===== src/rtl/wb_arbiter_if.sv =====
// wb_arbiter_if: result sources, issue-stage scoreboard hooks and register-file write port of the writeback arbiter
interface wb_arbiter_if;
  logic        s0_valid, s1_valid, s2_valid;
  logic [4:0]  s0_rd, s1_rd, s2_rd;
  logic [31:0] s0_data, s1_data, s2_data;
  logic        s0_ready, s1_ready, s2_ready;
  logic        iss_valid;
  logic [4:0]  iss_rd;
  logic [4:0]  RW;
  logic [31:0] DW;
  logic        RFWr;
  logic [31:0] busy;
  modport master (
    output s0_valid, s1_valid, s2_valid, s0_rd, s1_rd, s2_rd, s0_data, s1_data, s2_data, iss_valid, iss_rd,
    input  s0_ready, s1_ready, s2_ready, RW, DW, RFWr, busy
  );
  modport slave (
    input  s0_valid, s1_valid, s2_valid, s0_rd, s1_rd, s2_rd, s0_data, s1_data, s2_data, iss_valid, iss_rd,
    output s0_ready, s1_ready, s2_ready, RW, DW, RFWr, busy
  );
endinterface


===== src/rtl/wb_arbiter.sv =====
// wb_arbiter: three-source writeback arbiter with per-source holding registers and a register busy scoreboard
module wb_arbiter #(
  parameter bit RR_EN = 1'b1
) (
  input logic       clk,
  input logic       rst,
  wb_arbiter_if.slave bus
);
  logic [2:0]  s_valid, s_ready, load, gnt;
  logic [4:0]  s_rd [3];
  logic [31:0] s_data [3];
  logic [2:0]  hold_v_q, hold_v_d;
  logic [4:0]  hold_rd_q [3], hold_rd_d [3];
  logic [31:0] hold_data_q [3], hold_data_d [3];
  logic [1:0]  last_q, last_d, p0, p1, p2, gidx;
  logic        any;
  logic        rfwr_q, rfwr_d;
  logic [4:0]  rw_q, rw_d;
  logic [31:0] dw_q, dw_d, busy_q, busy_d;
  function automatic logic [1:0] nxt(input logic [1:0] x);
    return x == 2'd2 ? 2'd0 : x + 2'd1;
  endfunction
  assign s_valid = {bus.s2_valid, bus.s1_valid, bus.s0_valid};
  assign s_rd = '{bus.s0_rd, bus.s1_rd, bus.s2_rd};
  assign s_data = '{bus.s0_data, bus.s1_data, bus.s2_data};
  assign {bus.s2_ready, bus.s1_ready, bus.s0_ready} = s_ready;
  assign bus.RW = rw_q;
  assign bus.DW = dw_q;
  assign bus.RFWr = rfwr_q;
  assign bus.busy = busy_q;
  always_comb begin
    p0 = RR_EN ? nxt(last_q) : 2'd0;
    p1 = nxt(p0);
    p2 = nxt(p1);
    any = |hold_v_q;
    gidx = hold_v_q[p0] ? p0 : hold_v_q[p1] ? p1 : p2;
    gnt = any ? 3'b001 << gidx : 3'b000;
    s_ready = ~hold_v_q | gnt;
    // rd==0 results complete the handshake but never occupy a slot
    load = s_valid & s_ready & {|s_rd[2], |s_rd[1], |s_rd[0]};
    for (int n = 0; n < 3; n++) begin
      hold_v_d[n] = load[n] | (hold_v_q[n] & ~gnt[n]);
      hold_rd_d[n] = load[n] ? s_rd[n] : hold_rd_q[n];
      hold_data_d[n] = load[n] ? s_data[n] : hold_data_q[n];
    end
    last_d = (RR_EN && any) ? gidx : last_q;
    rfwr_d = any;
    rw_d = any ? hold_rd_q[gidx] : rw_q;
    dw_d = any ? hold_data_q[gidx] : dw_q;
    // set after clear so a coinciding issue keeps the bit
    busy_d = ((busy_q & ~({31'b0, rfwr_q} << rw_q)) | ({31'b0, bus.iss_valid} << bus.iss_rd)) & ~32'b1;
  end
  always_ff @(posedge clk) begin
    if (rst) begin
      hold_v_q <= '0;
      last_q <= 2'd2;
      rfwr_q <= 1'b0;
      rw_q <= '0;
      dw_q <= '0;
      busy_q <= '0;
    end else begin
      hold_v_q <= hold_v_d;
      last_q <= last_d;
      rfwr_q <= rfwr_d;
      rw_q <= rw_d;
      dw_q <= dw_d;
      busy_q <= busy_d;
    end
    hold_rd_q <= hold_rd_d;
    hold_data_q <= hold_data_d;
  end
endmodule


===== src/flat_wrapper.sv =====
// flat-port wrapper written by rule: the top's interface ports become plain ports
module wb_arbiter_flat 
#(
  parameter bit RR_EN = 1'b1
)
  (clk, rst, bus_s0_valid, bus_s1_valid, bus_s2_valid, bus_s0_rd, bus_s1_rd, bus_s2_rd, bus_s0_data, bus_s1_data, bus_s2_data, bus_iss_valid, bus_iss_rd, bus_s0_ready, bus_s1_ready, bus_s2_ready, bus_RW, bus_DW, bus_RFWr, bus_busy);
  wb_arbiter_if bus_i ();
  input logic clk;
  input logic rst;
  input wire logic [$bits(bus_i.s0_valid)-1:0] bus_s0_valid;
  input wire logic [$bits(bus_i.s1_valid)-1:0] bus_s1_valid;
  input wire logic [$bits(bus_i.s2_valid)-1:0] bus_s2_valid;
  input wire logic [$bits(bus_i.s0_rd)-1:0] bus_s0_rd;
  input wire logic [$bits(bus_i.s1_rd)-1:0] bus_s1_rd;
  input wire logic [$bits(bus_i.s2_rd)-1:0] bus_s2_rd;
  input wire logic [$bits(bus_i.s0_data)-1:0] bus_s0_data;
  input wire logic [$bits(bus_i.s1_data)-1:0] bus_s1_data;
  input wire logic [$bits(bus_i.s2_data)-1:0] bus_s2_data;
  input wire logic [$bits(bus_i.iss_valid)-1:0] bus_iss_valid;
  input wire logic [$bits(bus_i.iss_rd)-1:0] bus_iss_rd;
  output wire logic [$bits(bus_i.s0_ready)-1:0] bus_s0_ready;
  output wire logic [$bits(bus_i.s1_ready)-1:0] bus_s1_ready;
  output wire logic [$bits(bus_i.s2_ready)-1:0] bus_s2_ready;
  output wire logic [$bits(bus_i.RW)-1:0] bus_RW;
  output wire logic [$bits(bus_i.DW)-1:0] bus_DW;
  output wire logic [$bits(bus_i.RFWr)-1:0] bus_RFWr;
  output wire logic [$bits(bus_i.busy)-1:0] bus_busy;
  assign bus_i.s0_valid = bus_s0_valid;
  assign bus_i.s1_valid = bus_s1_valid;
  assign bus_i.s2_valid = bus_s2_valid;
  assign bus_i.s0_rd = bus_s0_rd;
  assign bus_i.s1_rd = bus_s1_rd;
  assign bus_i.s2_rd = bus_s2_rd;
  assign bus_i.s0_data = bus_s0_data;
  assign bus_i.s1_data = bus_s1_data;
  assign bus_i.s2_data = bus_s2_data;
  assign bus_i.iss_valid = bus_iss_valid;
  assign bus_i.iss_rd = bus_iss_rd;
  assign bus_s0_ready = bus_i.s0_ready;
  assign bus_s1_ready = bus_i.s1_ready;
  assign bus_s2_ready = bus_i.s2_ready;
  assign bus_RW = bus_i.RW;
  assign bus_DW = bus_i.DW;
  assign bus_RFWr = bus_i.RFWr;
  assign bus_busy = bus_i.busy;
  wb_arbiter #(.RR_EN(RR_EN)) u_core (.clk(clk), .rst(rst), .bus(bus_i));
endmodule

===== config.mk =====
export PLATFORM = sky130hd
export DESIGN_NAME = wb_arbiter_flat
export DESIGN_NICKNAME = d
export VERILOG_FILES = /design/src/rtl/wb_arbiter_if.sv /design/src/rtl/wb_arbiter.sv /design/src/flat_wrapper.sv
export SDC_FILE = /design/constraint.sdc
export NUM_CORES = 1
export LEC_CHECK = 0
export ABC_AREA = 1
export CELL_PAD_IN_SITES_DETAIL_PLACEMENT = 0
export CELL_PAD_IN_SITES_GLOBAL_PLACEMENT = 1
export CORE_MARGIN = 4
export CORE_UTILIZATION = 40
export DETAILED_ROUTE_END_ITERATION = 8
export DONT_BUFFER_PORTS = 1
export GPL_ROUTABILITY_DRIVEN = 0
export GPL_TIMING_DRIVEN = 0
export HOLD_SLACK_MARGIN = 0.1
export PLACE_DENSITY = 0.74
export SETUP_SLACK_MARGIN = 0.2
export SYNTH_ARGS = -nofsm -noshare
export SYNTH_HDL_FRONTEND = slang
export SYNTH_SLANG_ARGS = --single-unit

===== constraint.sdc =====
create_clock -name clk -period 3.3 [get_ports clk]
set_input_delay 0.495 -clock clk [delete_from_list [all_inputs] [get_ports clk]]
set_output_delay 0.495 -clock clk [all_outputs]
set_load 0.03 [all_outputs]

==> metrics.cfg <==
[grt]
grtUsageMet1_pct=20.2
overflow=0
busiest_layer=met2
met2_usage_pct=29.3
track_usage_pct=17.5
grt_pass1_wl_um=31300
grt_util_met3_pct=7.34
grt_max_degree=38
first_global_vias=5525
antenna_found_initial=6

[final_layout]
nets=937
fillers=1987
layout-drive-gt1-share_pct=26.4
fin_util_pct=46.0
area_delta_synth_final_pct=12.4

[synth]
synth_area_mm2=0.00831
synth_edf_count=111
synth_top_area_share_pct=40.1
synth_nets=916
ys.flop_type=edfxtp_1
yosysTopAreaCell=edfxtp_1
synth_seq_cells=185
synth_cell_types=33
ys_seq_area_share_pct=58.0
synth_top_cells_by_count=111 x edfxtp_1, 105 x inv_1, 91 x nand2_1, 91 x nand3_2, 74 x dfxtp_1
async_reset_ff_share_pct=0
yosysMostFrequentCell=edfxtp_1
synthTopCellsByArea=edfxtp_1 40%, dfxtp_1 18%, nand3_2 11%
syn_avg_cell_area_um2=10.5
synth_cells=794
yosysWarnings=0

[sta]
worstMarginPinSlew_ps=911
setup_violations=0
hold_viol=0
fin_crit_ps=2550
grt_setup_unrepaired=false
timing.setup.tns_ps=0
slew_viol_final=0
period_share_pct=77.3
fin_ws_ps=748
clock.fmax_ghz=0.392
finalClockSkew_ps=9.57
relSlewSlack_pct=39.2

[outcome]
status=complete, no violations

[clock_tree]
cts_made_buffers=17
clock_sinks=185
htreeDepth=4
insertion_delay_ps=430
clk_pin_slew_ps=70
clockRootBuffer=clkbuf_16
clockBufferDepth=2
cts_tree=yes
postCtsHoldBufs=0
cts_resized=0
post-cts-setup-buffers=0

[floorplan]
core_mm2=0.0203
std_cell_rows=52
fp.dieH_um=152
die_w_um=152
io_pins=195
die_area_mm2=0.0231
initial_core_util_pct=40.9

[pwr]
p_leak_nw=3.80
p_sw_mw=2.22
internal_power_mw=4.35
power_density_mw_per_mm2=704
ir_worst_vdd_uv=346
share_comb_of_total_power_pct=21.3
seqPwrFrac_pct=46.8
pwr-share-clk_pct=32.0
switching_share_pct=33.8

[routing]
drc=0
routed_via_density=4.96
vias=5462
wl_um=20200
drtAntennaViolNets=0
drt-initial-drc-count=258
firstDrtPassIters=4
wire_per_inst_um=18.3

[critical_path]
criticalPathCategory=reg2reg
startpoint_type=flip-flop
path_cells=inv_1 -> nand3_1 -> nand2_1 -> inv_1 -> nor2_1 -> nor2_1 -> nand3_1 -> a21oi_4 -> buf_16
endpoint_kind=flip-flop
crit_required_ps=3430
cp.buffers_inverters=3
cp_slowest_cell=a21oi_4
worstPathMaxFanout=22
critical-path-top-delay-family=compound AO/OA/AOI/OAI gates
cpPeakStageDelay_ps=730
arrival_ps=2680

[placement]
port_buffers=0
place_ws_ps=708
dp_hpwl_um=14800

[worst_hold_path]
hold_class=in2reg

[job]
cap_violations=0

## cell families (layout without fill, tap and decap cells)
group                  count (synthesis)  count (layout)  synth area share [%]
flip-flops                           185             185                  58.0
other                                  1               4                0.0452
AND/OR/NAND/NOR                      279             279                  21.7
buffers and inverters                184             218                  10.1
AO/OA/AOI/OAI                        145             145                  10.2
## area by class of cell
type	instances	area (um2)	share of cell area (%)
Sequential cell	185	4810	51.6
Tap cell	270	338	3.62
Multi-Input combinational cell	425	2670	28.7
Timing Repair Buffer	2	47.5	0.510
Clock buffer	17	425	4.56
Inverter	132	498	5.34
Clock inverter	15	185	1.98
Buffer	52	342	3.66
Antenna cell	3	7.51	0.0805
## power by group through the flow
stage	Clock [mW]	Sequential [mW]	Combinational [mW]
finish	2.10	3.07	1.40
global route	2.24	3.10	1.57
CTS	2.15	3.08	1.43
detailed placement	0	3.13	1.43
global placement	0	3.14	1.40
floorplan	0	3.07	1.11
## state kept, by name, summed over array words and instances (netlist names)
| name | count |
|---|---|
| u_core.hold_data_q | 96 |
| u_core.bus.DW | 32 |
| u_core.bus.busy | 31 |
| u_core.hold_rd_q | 15 |
| u_core.bus.RW | 5 |
| u_core.hold_v_q | 3 |
| u_core.last_q | 2 |
| u_core.bus.RFWr | 1 |
## per-stage QoR
step / hold slack, ps / cell area (um2) / total power [mW] / std cells
2_1_floorplan: 559 / 8310 / 4.18 / 794
3_3_place_gp: 587 / 8650 / 4.53 / 1064
3_5_place_dp: 591 / 8710 / 4.56 / 1066
4_1_cts: 136 / 9320 / 6.66 / 1098
5_1_grt: 129 / 9330 / 6.92 / 1101
6_report: 157 / 9330 / 6.57 / 1101
## per-layer routing
| metal | up-vias | part of all wire, % |
|---|---|---|
| met4 | 6 | 2.2 |
| met5 | - | 0.14 |
| li1 | 2732 | - |
| met2 | 158 | 48 |
| met3 | 36 | 8.2 |
| met1 | 2530 | 41 |
## final timing paths
check	startpoint	to	slack, ps	cells past startpoint
setup / recovery	u_core.hold_v_q[0]$_SDFF_PP0_	u_core.hold_data_q[65]$_DFFE_PP_	750	9
hold / removal	bus_s0_data[15]	u_core.hold_data_q[79]$_DFFE_PP_	160	0
setup reg to reg	u_core.hold_v_q[0]$_SDFF_PP0_	u_core.hold_data_q[65]$_DFFE_PP_	750	9
hold reg to reg	u_core.hold_data_q[53]$_DFFE_PP_	u_core.bus.DW[21]$_SDFFE_PP0P_	600	4
## cell usage in the layout, fill, tap and decap left out, types with 2 or more instances in the layout
master        n
edfxtp_1    111
inv_1       104
nand2_1      91
nand3_2      91
dfxtp_1      74
o21ai_0      68
nand3_1      51
a21oi_1      41
a21oi_2      30
inv_2        26
clkbuf_1     24
nand4_1      20
clkbuf_16    17
buf_2         9
nor2_1        8
buf_6         7
nor3_1        6
buf_4         6
inv_6         6
nand2_4       4
buf_12        4
diode_2       3
or2_2         2
o41ai_1       2
a21oi_4       2
and3_1        2
buf_1         2
bufinv_16     2
clkinvlp_4    2
clkinv_8      2
Note: power is estimated with default switching activity, not from simulation.
